===== config.mk =====
export PLATFORM = sky130hd
export DESIGN_NAME = spi_slave_core_flat
export DESIGN_NICKNAME = d
export VERILOG_FILES = /design/src/rtl/spi_slave_core_if.sv /design/src/rtl/spi_slave_core.sv /design/src/flat_wrapper.sv
export SDC_FILE = /design/constraint.sdc
export NUM_CORES = 1
export LEC_CHECK = 0
export BUFFER_PORTS_ARGS = -buffer_cell sky130_fd_sc_hd__buf_2
export CAP_MARGIN = 20
export CORE_ASPECT_RATIO = 0.8
export CORE_MARGIN = 5
export CORE_UTILIZATION = 45
export CTS_BUF_LIST = sky130_fd_sc_hd__clkbuf_8 sky130_fd_sc_hd__clkbuf_16
export DETAILED_ROUTE_END_ITERATION = 10
export PLACE_DENSITY = 0.75
export SLEW_MARGIN = 20
export SYNTH_ARGS = -nofsm -noshare
export SYNTH_HDL_FRONTEND = slang
export SYNTH_SLANG_ARGS = --single-unit

===== constraint.sdc =====
create_clock -name Bus2IP_Clk -period 2.1 [get_ports Bus2IP_Clk]
set_clock_uncertainty 0.05 [all_clocks]
set_input_delay 0.525 -clock Bus2IP_Clk [delete_from_list [all_inputs] [get_ports Bus2IP_Clk]]
set_output_delay 0.525 -clock Bus2IP_Clk [all_outputs]
set_load 0.01 [all_outputs]

===== src/rtl/spi_slave_core_if.sv =====
// spi_slave_core_if
//   Groups the SPI pins and the parallel-side control/data/status of the
//   SPI slave engine into one bundle.
//   slave  modport: view taken by spi_slave_core (pins in, miso out,
//                   control in, status out).
//   master modport: view taken by whatever drives the core (host pins,
//                   register side).
//   Signals:
//     spe, cpol, cpha, dord, spie   engine enable, mode bits, interrupt enable
//     sck, ss_n, mosi / miso, miso_oe   SPI pins and tristate enable
//     tx_data, tx_valid / tx_ready      TX holding register handshake
//     rx_data, rx_valid, rx_avail / rx_ack   received byte and status
//     rx_overrun, tx_underrun, frame_err / flag_clr   sticky error flags
//     busy, spi_int                     frame active, interrupt request
interface spi_slave_core_if;
    logic       spe;
    logic       cpol;
    logic       cpha;
    logic       dord;
    logic       spie;
    logic       sck;
    logic       ss_n;
    logic       mosi;
    logic       miso;
    logic       miso_oe;
    logic [7:0] tx_data;
    logic       tx_valid;
    logic       tx_ready;
    logic [7:0] rx_data;
    logic       rx_valid;
    logic       rx_avail;
    logic       rx_ack;
    logic       rx_overrun;
    logic       tx_underrun;
    logic       frame_err;
    logic       flag_clr;
    logic       busy;
    logic       spi_int;

    modport slave (
        input  spe, cpol, cpha, dord, spie,
        input  sck, ss_n, mosi,
        output miso, miso_oe,
        input  tx_data, tx_valid,
        output tx_ready,
        output rx_data, rx_valid, rx_avail,
        input  rx_ack,
        output rx_overrun, tx_underrun, frame_err,
        input  flag_clr,
        output busy, spi_int
    );

    modport master (
        output spe, cpol, cpha, dord, spie,
        output sck, ss_n, mosi,
        input  miso, miso_oe,
        output tx_data, tx_valid,
        input  tx_ready,
        input  rx_data, rx_valid, rx_avail,
        output rx_ack,
        input  rx_overrun, tx_underrun, frame_err,
        output flag_clr,
        input  busy, spi_int
    );
endinterface


===== src/rtl/spi_slave_core.sv =====
// spi_slave_core
//   SPI slave engine. SCK/SS_n/MOSI are oversampled in the Bus2IP_Clk domain,
//   full-duplex 8-bit bytes are exchanged in SPI modes 0-3 with either bit
//   order. The parallel side has a one-byte TX holding register and an RX
//   data register with sticky status flags.
//   Ports:
//     Bus2IP_Clk     system clock, rising edge
//     Bus2IP_Resetn  asynchronous active-low reset
//     bus            spi_slave_core_if.slave (pins, control, data, status)
//
//   state    | meaning
//   ---------+-----------------------------------------------------------
//   S_IDLE   | synced ss_n high, miso tristated, SCK edges ignored
//   S_ACTIVE | frame in progress, miso driven, bytes shifted on SCK edges
module spi_slave_core #(
    parameter logic [7:0] C_FILL        = 8'hFF,
    parameter int         C_SYNC_STAGES = 2
) (
    input  logic            Bus2IP_Clk,
    input  logic            Bus2IP_Resetn,
    spi_slave_core_if.slave bus
);

    typedef enum logic {
        S_IDLE   = 1'b0,
        S_ACTIVE = 1'b1
    } state_t;

    logic [C_SYNC_STAGES-1:0] r_sck_sync;
    logic [C_SYNC_STAGES-1:0] r_ss_sync;
    logic [C_SYNC_STAGES-1:0] r_mosi_sync;
    logic                     r_sck_prev;

    state_t     r_state;
    logic [2:0] r_bcnt;
    logic [7:0] r_tx_sr;
    logic [7:0] r_rx_sr;
    logic [7:0] r_hold;
    logic       r_hold_full;
    logic [7:0] r_rx_data;
    logic       r_rx_valid;
    logic       r_rx_avail;
    logic       r_rx_overrun;
    logic       r_tx_underrun;
    logic       r_frame_err;
    logic       r_miso_oe;

    logic       w_sck;
    logic       w_ss;
    logic       w_mosi;
    logic       w_lead;
    logic       w_trail;
    logic       w_sample;
    logic       w_drive;
    logic       w_active;
    logic       w_start;
    logic       w_stop;
    logic       w_byte_done;
    logic       w_load;
    logic       w_abort;
    logic       w_underrun;
    logic       w_tx_write;
    logic [7:0] w_rx_next;
    logic [7:0] w_tx_shift;
    logic [7:0] w_load_byte;

    // SCK is synchronised already normalised against cpol, so a 0->1 change
    // is always the leading edge and the idle level resets cleanly to 0.
    always_ff @(posedge Bus2IP_Clk or negedge Bus2IP_Resetn) begin
        if (!Bus2IP_Resetn) begin
            r_sck_sync  <= '0;
            r_ss_sync   <= '1;
            r_mosi_sync <= '0;
            r_sck_prev  <= 1'b0;
        end else if (!bus.spe) begin
            r_sck_sync  <= '0;
            r_ss_sync   <= '1;
            r_mosi_sync <= '0;
            r_sck_prev  <= 1'b0;
        end else begin
            r_sck_sync  <= {r_sck_sync[C_SYNC_STAGES-2:0], bus.sck ^ bus.cpol};
            r_ss_sync   <= {r_ss_sync[C_SYNC_STAGES-2:0], bus.ss_n};
            r_mosi_sync <= {r_mosi_sync[C_SYNC_STAGES-2:0], bus.mosi};
            r_sck_prev  <= w_sck;
        end
    end

    assign w_sck    = r_sck_sync[C_SYNC_STAGES-1];
    assign w_ss     = r_ss_sync[C_SYNC_STAGES-1];
    assign w_mosi   = r_mosi_sync[C_SYNC_STAGES-1];
    assign w_lead   = w_sck & ~r_sck_prev;
    assign w_trail  = ~w_sck & r_sck_prev;
    assign w_sample = bus.cpha ? w_trail : w_lead;
    assign w_drive  = bus.cpha ? w_lead : w_trail;

    assign w_active    = (r_state == S_ACTIVE);
    assign w_start     = ~w_active & ~w_ss;
    assign w_stop      = w_active & w_ss;
    assign w_byte_done = w_active & ~w_ss & w_sample & (r_bcnt == 3'd7);
    assign w_load      = w_start | w_byte_done;
    assign w_abort     = w_stop & (r_bcnt != 3'd0);

    assign w_rx_next  = bus.dord ? {w_mosi, r_rx_sr[7:1]} : {r_rx_sr[6:0], w_mosi};
    assign w_tx_shift = bus.dord ? {1'b0, r_tx_sr[7:1]} : {r_tx_sr[6:0], 1'b0};

    // A byte offered on the load cycle with an empty holding register goes
    // straight into the shifter instead of the holding register.
    assign w_load_byte = r_hold_full ? r_hold : (bus.tx_valid ? bus.tx_data : C_FILL);
    assign w_underrun  = w_load & ~r_hold_full & ~bus.tx_valid;
    assign w_tx_write  = bus.tx_valid & ~r_hold_full & ~w_load;

    always_ff @(posedge Bus2IP_Clk or negedge Bus2IP_Resetn) begin
        if (!Bus2IP_Resetn) begin
            r_state       <= S_IDLE;
            r_bcnt        <= 3'd0;
            r_tx_sr       <= 8'h00;
            r_rx_sr       <= 8'h00;
            r_hold        <= 8'h00;
            r_hold_full   <= 1'b0;
            r_rx_data     <= 8'h00;
            r_rx_valid    <= 1'b0;
            r_rx_avail    <= 1'b0;
            r_rx_overrun  <= 1'b0;
            r_tx_underrun <= 1'b0;
            r_frame_err   <= 1'b0;
            r_miso_oe     <= 1'b0;
        end else if (!bus.spe) begin
            r_state       <= S_IDLE;
            r_bcnt        <= 3'd0;
            r_tx_sr       <= 8'h00;
            r_rx_sr       <= 8'h00;
            r_hold        <= 8'h00;
            r_hold_full   <= 1'b0;
            r_rx_data     <= 8'h00;
            r_rx_valid    <= 1'b0;
            r_rx_avail    <= 1'b0;
            r_rx_overrun  <= 1'b0;
            r_tx_underrun <= 1'b0;
            r_frame_err   <= 1'b0;
            r_miso_oe     <= 1'b0;
        end else begin
            r_rx_valid <= 1'b0;

            case (r_state)
                S_IDLE: begin
                    if (!w_ss) begin
                        r_state   <= S_ACTIVE;
                        r_miso_oe <= 1'b1;
                        r_bcnt    <= 3'd0;
                    end
                end
                S_ACTIVE: begin
                    if (w_ss) begin
                        r_state   <= S_IDLE;
                        r_miso_oe <= 1'b0;
                        r_bcnt    <= 3'd0;
                        r_tx_sr   <= 8'h00;
                    end else if (w_sample) begin
                        r_rx_sr <= w_rx_next;
                        r_bcnt  <= r_bcnt + 3'd1;
                        if (r_bcnt == 3'd7) begin
                            r_rx_data  <= w_rx_next;
                            r_rx_valid <= 1'b1;
                        end
                    end else if (w_drive && (r_bcnt != 3'd0)) begin
                        // bit 0 of each byte is already on miso from the load
                        r_tx_sr <= w_tx_shift;
                    end
                end
                default: r_state <= S_IDLE;
            endcase

            if (w_load) begin
                r_tx_sr     <= w_load_byte;
                r_hold_full <= 1'b0;
            end else if (w_tx_write) begin
                r_hold      <= bus.tx_data;
                r_hold_full <= 1'b1;
            end

            // set terms take priority over ack/clear
            r_rx_avail    <= w_byte_done | (r_rx_avail & ~bus.rx_ack);
            r_rx_overrun  <= (w_byte_done & r_rx_avail & ~bus.rx_ack) |
                             (r_rx_overrun & ~bus.flag_clr);
            r_tx_underrun <= w_underrun | (r_tx_underrun & ~bus.flag_clr);
            r_frame_err   <= w_abort | (r_frame_err & ~bus.flag_clr);
        end
    end

    assign bus.miso        = r_miso_oe & (bus.dord ? r_tx_sr[0] : r_tx_sr[7]);
    assign bus.miso_oe     = r_miso_oe;
    assign bus.tx_ready    = ~r_hold_full;
    assign bus.rx_data     = r_rx_data;
    assign bus.rx_valid    = r_rx_valid;
    assign bus.rx_avail    = r_rx_avail;
    assign bus.rx_overrun  = r_rx_overrun;
    assign bus.tx_underrun = r_tx_underrun;
    assign bus.frame_err   = r_frame_err;
    assign bus.busy        = w_active;
    assign bus.spi_int     = bus.spie & (r_rx_avail | r_rx_overrun);

endmodule

===== src/flat_wrapper.sv =====
// flat-port wrapper written by rule: the top's interface ports become plain ports
module spi_slave_core_flat 
#(
    parameter logic [7:0] C_FILL        = 8'hFF,
    parameter int         C_SYNC_STAGES = 2
)
  (Bus2IP_Clk, Bus2IP_Resetn, bus_spe, bus_cpol, bus_cpha, bus_dord, bus_spie, bus_sck, bus_ss_n, bus_mosi, bus_miso, bus_miso_oe, bus_tx_data, bus_tx_valid, bus_tx_ready, bus_rx_data, bus_rx_valid, bus_rx_avail, bus_rx_ack, bus_rx_overrun, bus_tx_underrun, bus_frame_err, bus_flag_clr, bus_busy, bus_spi_int);
  spi_slave_core_if bus_i ();
  input  logic Bus2IP_Clk;
  input  logic Bus2IP_Resetn;
  input wire logic [$bits(bus_i.spe)-1:0] bus_spe;
  input wire logic [$bits(bus_i.cpol)-1:0] bus_cpol;
  input wire logic [$bits(bus_i.cpha)-1:0] bus_cpha;
  input wire logic [$bits(bus_i.dord)-1:0] bus_dord;
  input wire logic [$bits(bus_i.spie)-1:0] bus_spie;
  input wire logic [$bits(bus_i.sck)-1:0] bus_sck;
  input wire logic [$bits(bus_i.ss_n)-1:0] bus_ss_n;
  input wire logic [$bits(bus_i.mosi)-1:0] bus_mosi;
  output wire logic [$bits(bus_i.miso)-1:0] bus_miso;
  output wire logic [$bits(bus_i.miso_oe)-1:0] bus_miso_oe;
  input wire logic [$bits(bus_i.tx_data)-1:0] bus_tx_data;
  input wire logic [$bits(bus_i.tx_valid)-1:0] bus_tx_valid;
  output wire logic [$bits(bus_i.tx_ready)-1:0] bus_tx_ready;
  output wire logic [$bits(bus_i.rx_data)-1:0] bus_rx_data;
  output wire logic [$bits(bus_i.rx_valid)-1:0] bus_rx_valid;
  output wire logic [$bits(bus_i.rx_avail)-1:0] bus_rx_avail;
  input wire logic [$bits(bus_i.rx_ack)-1:0] bus_rx_ack;
  output wire logic [$bits(bus_i.rx_overrun)-1:0] bus_rx_overrun;
  output wire logic [$bits(bus_i.tx_underrun)-1:0] bus_tx_underrun;
  output wire logic [$bits(bus_i.frame_err)-1:0] bus_frame_err;
  input wire logic [$bits(bus_i.flag_clr)-1:0] bus_flag_clr;
  output wire logic [$bits(bus_i.busy)-1:0] bus_busy;
  output wire logic [$bits(bus_i.spi_int)-1:0] bus_spi_int;
  assign bus_i.spe = bus_spe;
  assign bus_i.cpol = bus_cpol;
  assign bus_i.cpha = bus_cpha;
  assign bus_i.dord = bus_dord;
  assign bus_i.spie = bus_spie;
  assign bus_i.sck = bus_sck;
  assign bus_i.ss_n = bus_ss_n;
  assign bus_i.mosi = bus_mosi;
  assign bus_miso = bus_i.miso;
  assign bus_miso_oe = bus_i.miso_oe;
  assign bus_i.tx_data = bus_tx_data;
  assign bus_i.tx_valid = bus_tx_valid;
  assign bus_tx_ready = bus_i.tx_ready;
  assign bus_rx_data = bus_i.rx_data;
  assign bus_rx_valid = bus_i.rx_valid;
  assign bus_rx_avail = bus_i.rx_avail;
  assign bus_i.rx_ack = bus_rx_ack;
  assign bus_rx_overrun = bus_i.rx_overrun;
  assign bus_tx_underrun = bus_i.tx_underrun;
  assign bus_frame_err = bus_i.frame_err;
  assign bus_i.flag_clr = bus_flag_clr;
  assign bus_busy = bus_i.busy;
  assign bus_spi_int = bus_i.spi_int;
  spi_slave_core #(.C_FILL(C_FILL), .C_SYNC_STAGES(C_SYNC_STAGES)) u_core (.Bus2IP_Clk(Bus2IP_Clk), .Bus2IP_Resetn(Bus2IP_Resetn), .bus(bus_i));
endmodule

==> impl_metrics.env, run 1 <==
export IMPL_synth_seq_area_share_pct=48.64
export IMPL_critPathMaxFanout=8
export IMPL_clock_path_buffers=2
export IMPL_drt_total_wl_um=5569
export IMPL_antenna_diode_count=0
export IMPL_yosysUniqueCellTypes=42
export IMPL_grt_first_pass_wirelength_um=9446
export IMPL_worst_endpoint_arrival_ps=2200
export IMPL_fin_nets=300
export IMPL_grt_setup_unrepaired="true"
export IMPL_grt_remaining_overflow=0
export IMPL_grt_start_max_net_pins=34
export IMPL_setup_worst_path_end_class="flop"
export IMPL_tritoncts="done"
export IMPL_nets_in_the_synthesized_netlist=254
export IMPL_timing_final_setup_violations=0
export IMPL_synth_top_cell_area_share_pct=46.60
export IMPL_worst_stage_delay_on_the_critical_path_ps=480
export IMPL_synthesis_area_sq_um=2577
export IMPL_drv_cap=0
export IMPL_die_ar_sq_um=7351
export IMPL_grt_antenna_before_repair=0
export IMPL_syn_to_final_growth_pct=21.70
export IMPL_drc=0
export IMPL_synthArstFlopShare_pct=100.0
export IMPL_placementRows=24
export IMPL_hold_viol_final=0
export IMPL_fp_dieW_um=94.62
export IMPL_routed_via_density=5.566
export IMPL_cp_cell_instances="ha_4, ha_4, nor2_2, or4_4, a41oi_4, buf_12, mux2_4"
export IMPL_initial_cell_density_of_the_core_pct=46.90
export IMPL_antenna_violating_nets_remaining=0
export IMPL_ys_warn_count=0
export IMPL_place_congestion=0.8021
export IMPL_critPathKind="flop to flop"
export IMPL_synth_seq_cells=50
export IMPL_yosys_top_cells_area="sky130_fd_sc_hd__dfrtp_1 (47%), sky130_fd_sc_hd__mux2i_1 (6.6%), sky130_fd_sc_hd__o211a_1 (6.6%)"
export IMPL_buffer_type_at_the_clock_tree_root="sky130_fd_sc_hd__clkbuf_8"
export IMPL_port_buffer_count=38
export IMPL_tritoncts_num_sinks=50
export IMPL_worst_endpoint_required_time_ps=2240
export IMPL_irDropWorstVdd_mv=0.3098
export IMPL_place_detailed_hpwl_um=4033
export IMPL_cp_common_cell="sky130_fd_sc_hd__ha_4"
export IMPL_design_core_area_sq_um=5495
export IMPL_fillerInstances=453
export IMPL_post_layout_total_power_mw=1.862
export IMPL_insertion_delay_ps=300
export IMPL_power_leakage_nw=1.644
export IMPL_wl_per_cell_um=15.69
export IMPL_boundaryPins=39
export IMPL_dieHeight_um=77.69
export IMPL_synth_area_leader_cell="sky130_fd_sc_hd__dfrtp_1"
export IMPL_global_route_usage_total_pct=16.16
export IMPL_drt_initial_drc_count=104
export IMPL_post_synth_inst_count=230
export IMPL_max_clock_freq_mhz=483.7
export IMPL_edff_count_synth=0
export IMPL_post_route_cells_drive_above_1_share_pct=31.77
export IMPL_worst_slew_pin_transition_ps=441.5
export IMPL_drt_pass1_iter_count=4
export IMPL_setup_worst_path_start_class="flop"
export IMPL_holdCritPathClass="input port to asynchronous set/reset pin"
export IMPL_timing_max_transition_violations_final=0
export IMPL_run_status="finished clean"
export IMPL_cts_htree_levels=2
export IMPL_cts_buffers=5
export IMPL_relSlewSlack_pct=70.56
export IMPL_grt_pass1_vias=1938
export IMPL_critical_path_top_delay_cell="sky130_fd_sc_hd__or4_4"
export IMPL_power_per_cell_area_nw_per_um2=593.5
export IMPL_hold_buffers=0
export IMPL_route_vias_total=1976
export IMPL_finalCritPeriodShare_pct=98.44
export IMPL_syn_mean_instance_area_sq_um=11.21
export IMPL_synth_ff_type="sky130_fd_sc_hd__dfrtp_1"
export IMPL_finalSetupTns_ps=0
export IMPL_clkSlewWorstSetupHoldPaths_ps=90
export IMPL_final_period_minus_worst_setup_slack_ps=2067
==> kinds of logic after synthesis <==
family | count (synthesis) | synth area share, %
XOR/XNOR | 1 | 0.3399
AND/OR/NAND/NOR | 69 | 14.47
buffers and inverters | 23 | 3.932
adder cells (fa/ha/maj) | 4 | 1.845
AO/OA/AOI/OAI | 53 | 18.50
multiplexers | 30 | 12.28
flip-flops | 50 | 48.64
==> synth_stat cells, types with 4 or more instances <==
cell and instances:
sky130_fd_sc_hd__o211a_1 17, sky130_fd_sc_hd__dfrtp_1 48, sky130_fd_sc_hd__mux2i_1 17, sky130_fd_sc_hd__and2_1 6
sky130_fd_sc_hd__inv_1 5, sky130_fd_sc_hd__a21oi_1 4, sky130_fd_sc_hd__nor2b_1 7, sky130_fd_sc_hd__clkbuf_1 11
sky130_fd_sc_hd__nor3_1 4, sky130_fd_sc_hd__o21a_1 6, sky130_fd_sc_hd__o221ai_1 7, sky130_fd_sc_hd__a32o_1 8
sky130_fd_sc_hd__nor2_1 6, sky130_fd_sc_hd__nand2_1 24, sky130_fd_sc_hd__nand2b_1 7, sky130_fd_sc_hd__mux2_2 13
==> worst max-delay path, delay by kind of cell, from the launching register on <==
family	cells	cell delay (ps)
AO/OA/AOI/OAI	1	170
flip-flops	1	440
buffers and inverters	1	160
multiplexers	1	300
AND/OR/NAND/NOR	2	510
adder cells (fa/ha/maj)	2	320
==> registers in the layout (all words and copies together) (netlist names), 2 cells and up <==
signal	cells
u_core.r_bcnt	3
u_core.r_ss_sync	2
u_core.r_rx_sr	8
u_core.r_mosi_sync	2
u_core.bus.rx_data	8
u_core.r_tx_sr	8
u_core.r_sck_sync	2
u_core.r_hold	8
==> final timing paths <==
path / startpoint / to / slack [ps] / cells after the start
setup / recovery: u_core.r_bcnt[0] / u_core.r_tx_sr[1] / 30 / 7
hold / removal: Bus2IP_Resetn / u_core.r_hold[1] / 110 / 1
setup reg to reg: u_core.r_bcnt[0] / u_core.r_tx_sr[1] / 30 / 7
hold reg to reg: u_core.r_mosi_sync[0] / u_core.r_mosi_sync[1] / 410 / 1
max in group asynchronous: Bus2IP_Resetn / u_core.r_ss_sync[0] / 1310 / 2
min in group Bus2IP_Clk: bus_ss_n / u_core.r_ss_sync[0] / 360 / 2
==> report_power, final <==
group          internal (mW)  leakage (nW)  switching, mW
Clock                  0.353        0.0595          0.314
Sequential             0.988         0.681         0.0199
Combinational         0.0867         0.903          0.101
==> placed cells by master (no fill, tap or decap), types with 2 or more instances in the layout <==
| cell | count |
|---|---|
| sky130_fd_sc_hd__nand3_1 | 3 |
| sky130_fd_sc_hd__o221ai_1 | 7 |
| sky130_fd_sc_hd__inv_1 | 5 |
| sky130_fd_sc_hd__mux2i_1 | 17 |
| sky130_fd_sc_hd__mux2_2 | 5 |
| sky130_fd_sc_hd__nand2b_1 | 7 |
| sky130_fd_sc_hd__ha_4 | 2 |
| sky130_fd_sc_hd__nand2_1 | 24 |
| sky130_fd_sc_hd__o21ai_0 | 3 |
| sky130_fd_sc_hd__o211ai_1 | 2 |
| sky130_fd_sc_hd__clkbuf_8 | 5 |
| sky130_fd_sc_hd__nor2b_1 | 7 |
| sky130_fd_sc_hd__dfstp_2 | 2 |
| sky130_fd_sc_hd__buf_4 | 15 |
| sky130_fd_sc_hd__o21a_1 | 6 |
| sky130_fd_sc_hd__nor2_1 | 5 |
| sky130_fd_sc_hd__or3b_2 | 2 |
| sky130_fd_sc_hd__o211a_1 | 17 |
| sky130_fd_sc_hd__nor3_1 | 4 |
| sky130_fd_sc_hd__and3b_1 | 3 |
| sky130_fd_sc_hd__and2_1 | 6 |
| sky130_fd_sc_hd__buf_12 | 3 |
| sky130_fd_sc_hd__a32o_1 | 8 |
| sky130_fd_sc_hd__buf_2 | 38 |
| sky130_fd_sc_hd__mux2_4 | 8 |
| sky130_fd_sc_hd__nand3b_1 | 2 |
| sky130_fd_sc_hd__dfrtp_1 | 48 |
| sky130_fd_sc_hd__a21oi_1 | 4 |
==> metrics by stage <==
step | instances | hold slack [ps] | setup WS, ps | area, sq um | util (%)
final | 355 | 106.8 | 32.74 | 3137 | 57.08
after global routing | 355 | 125.5 | -20.29 | 3137 | 57.08
after CTS | 355 | 111.5 | -60.41 | 3108 | 56.56
after detailed placement | 344 | 396.7 | -46.03 | 2924 | 53.21
after global placement | 344 | 386.3 | -38.56 | 2924 | 53.21
after floorplan | 230 | 179.4 | 26.58 | 2577 | -
==> final cells by class <==
type                    count  area (sq um)  share of cell area (%)
inverters                   6         22.52                  0.7180
well taps                  78         97.59                   3.111
repair buffers             56         362.8                   11.57
clock buffers               5         68.82                   2.194
multi-input cells         157          1289                   41.09
flip-flops and latches     50          1254                   39.97
clock inverters             3         42.54                   1.356
==> what timing repair did <==
item,in CTS,in global routing
pin swaps,3,2
resized for setup,12,4
gates cloned,0,0
buffers inserted,3,0
endpoints found under the setup margin,8,8
==> routing by layer <==
metal / global-route usage [%] / share of wire [%] / routed length, um
met3: 4.159 / 3.8 / 209
met2: 23.01 / 46 / 2537
met1: 24.29 / 50 / 2757
met4: 4.467 / 1.2 / 65
met5: 0 / 0 / 0
Power figures use the tool's default switching activity.
==> run 2, diff against run 1 <==
Settings changed: PLACE_DENSITY 0.75 to 0.72.
Clock period 2.1 ns to 2.3 ns, I/O delays scaled along.
==> run 2 against run 1 <==
Critical path depth is 1 lower. Utilization decreased by 2.9 points. Fmax down 6.1%. Largest cell class is now registers.
==> impl_metrics.env, run 2 (synthesized netlist as in run 1, its figures left out) <==
export IMPL_run_status="finished clean"
export IMPL_worstPathBufferInverterCount=1
export IMPL_final_common_cell="sky130_fd_sc_hd__dfrtp_1"
export IMPL_finalSetupTns_ps=0
export IMPL_grt_remaining_overflow=0
export IMPL_critPathMaxFanout=8
export IMPL_crit_family="simple AND/OR/NAND/NOR gates"
export IMPL_power_per_cell_area_nw_per_um2=537.7
export IMPL_syn_to_final_growth_pct=15.49
export IMPL_worst_endpoint_arrival_ps=2340
export IMPL_worst_stage_delay_on_the_critical_path_ps=490
export IMPL_hold_viol_final=0
export IMPL_final_period_minus_worst_setup_slack_ps=2202
export IMPL_finalCritPeriodShare_pct=95.74
export IMPL_grt_pass1_vias=1873
export IMPL_route_layer_met1_wl_um=2565
export IMPL_cts_buffers=5
export IMPL_placementRows=24
export IMPL_drc=0
export IMPL_critical_path_top_delay_cell="sky130_fd_sc_hd__or4_4"
export IMPL_grt_start_max_net_pins=32
export IMPL_post_layout_nonfiller_instances=348
export IMPL_design_core_area_sq_um=5495
export IMPL_fillerInstances=484
export IMPL_post_route_cells_drive_above_1_share_pct=28.52
export IMPL_place_detailed_hpwl_um=3842
export IMPL_drt_total_wl_um=5307
export IMPL_clkPwrFrac_pct=32.9
export IMPL_dieHeight_um=77.69
export IMPL_insertion_delay_ps=300
export IMPL_fp_dieW_um=94.62
export IMPL_detailroute_wirelength_met2_um=2506
export IMPL_critPathKind="flop to flop"
export IMPL_setup_worst_path_end_class="flop"
export IMPL_cts_htree_levels=2
export IMPL_initial_cell_density_of_the_core_pct=46.90
export IMPL_post_layout_total_power_mw=1.600
export IMPL_antenna_diode_count=0
export IMPL_grt_setup_unrepaired="true"
export IMPL_layout_cells_most_common_list="sky130_fd_sc_hd__dfrtp_1 (48), sky130_fd_sc_hd__buf_2 (38), sky130_fd_sc_hd__nand2_1 (24)"
export IMPL_hold_worst_slack_ps=183.8
export IMPL_power_switching_uw=410.9
export IMPL_tritoncts="done"
export IMPL_timing_final_setup_violations=0
export IMPL_boundaryPins=39
export IMPL_global_route_usage_total_pct=15.21
export IMPL_met3RoutedLength_um=203
export IMPL_place_congestion=0.8070
export IMPL_die_ar_sq_um=7351
export IMPL_holdCritPathClass="input port to asynchronous set/reset pin"
export IMPL_power_leakage_nw=1.570
export IMPL_clkSlewWorstSetupHoldPaths_ps=100
export IMPL_p_seq_share_pct=57.4
export IMPL_internal_power_mw=1.190
export IMPL_clock_path_buffers=2
export IMPL_drt_pass1_iter_count=4
export IMPL_cp_cell_instances="inv_1, ha_1, and3b_1, or4_4, a41oi_4, mux2_2"
export IMPL_dpl_cell_count=340
export IMPL_wl_per_cell_um=15.25
export IMPL_area_of_the_multi_input_gates_sq_um=1224
export IMPL_power_switching_share_pct=25.67
export IMPL_port_buffer_count=38
export IMPL_layout_area_seq_sq_um=1254
export IMPL_routed_via_density=5.425
export IMPL_irDropWorstVdd_mv=0.3517
export IMPL_buffer_type_at_the_clock_tree_root="sky130_fd_sc_hd__clkbuf_8"
export IMPL_grt_antenna_before_repair=0
export IMPL_relSlewSlack_pct=39.18
export IMPL_drt_initial_drc_count=119
export IMPL_pwr_share_comb_pct=9.7
export IMPL_worst_endpoint_required_time_ps=2440
export IMPL_route_vias_total=1888
export IMPL_worst_slew_pin_transition_ps=905.3
export IMPL_fin_nets=293
export IMPL_antenna_violating_nets_remaining=0
export IMPL_top_layer_reached_by_signal_wires="met4"
export IMPL_setup_worst_path_start_class="flop"
export IMPL_max_clock_freq_mhz=454.1
export IMPL_timing_max_transition_violations_final=0
export IMPL_drv_cap=0
export IMPL_grt_first_pass_wirelength_um=8976
export IMPL_tritoncts_num_sinks=50
run 2: stage by stage:
stage               worst slack (ps)  instance area (sq um)  util [%]
finish                         97.93                   2977     54.17
global route                 -0.3344                   2977     54.17
CTS                            17.83                   2975     54.14
detailed placement            -50.91                   2882     52.44
global placement              -16.22                   2882     52.44
floorplan                      92.23                   2577         -
run 2: worst paths after layout:
| check | start | endpoint | slack [ps] | depth (start not counted) |
|---|---|---|---|---|
| setup reg to reg | u_core.r_bcnt[0] | u_core.r_tx_sr[1] | 100 | 6 |
| max in group asynchronous | Bus2IP_Resetn | u_core.r_ss_sync[1] | 1410 | 2 |
| setup / recovery | u_core.r_bcnt[0] | u_core.r_tx_sr[1] | 100 | 6 |
| min in group Bus2IP_Clk | bus_ss_n | u_core.r_ss_sync[0] | 410 | 2 |
| hold / removal | Bus2IP_Resetn | u_core.r_rx_sr[0] | 180 | 1 |
| hold reg to reg | u_core.r_sck_sync[0] | u_core.r_sck_sync[1] | 420 | 1 |
run 2: worst register-to-register path: cells and delay by family, from the launching register on:
kind                     cells  cell delay (ps)
buffers and inverters        1               80
multiplexers                 1              380
AND/OR/NAND/NOR              2              660
flip-flops                   1              410
adder cells (fa/ha/maj)      1              210
AO/OA/AOI/OAI                1              310
run 2: what timing repair did:
| action | 4_1_cts | 5_1_grt |
|---|---|---|
| setup buffers | 0 | 0 |
| endpoints found under the setup margin | 0 | 16 |
| hold buffers | 0 | 0 |
| resized for setup | 0 | 1 |
run 2: power by group through the flow:
stage	Combinational (mW)	Sequential, mW	Clock, mW
2_1_floorplan	0.0922	0.930	0
3_3_place_gp	0.154	0.935	0
3_5_place_dp	0.157	0.936	0
4_1_cts	0.158	0.918	0.539
5_1_grt	0.171	0.922	0.580
6_report	0.155	0.919	0.526
run 2: final cells by class:
cell class              count  share of cell area, %
clock buffers               5                  2.312
well taps                  78                  3.279
flip-flops and latches     50                  42.12
repair buffers             49                  9.584
inverters                   6                 0.7566
multi-input cells         157                  41.11
clock inverters             3                 0.8407
run 2: layer usage:
| layer | GRT usage (%) | vias up |
|---|---|---|
| li1 | - | 918 |
| met1 | 22.14 | 932 |
| met2 | 23.86 | 36 |
| met3 | 2.805 | 2 |
| met4 | 3.026 | 0 |
| met5 | 0 | - |
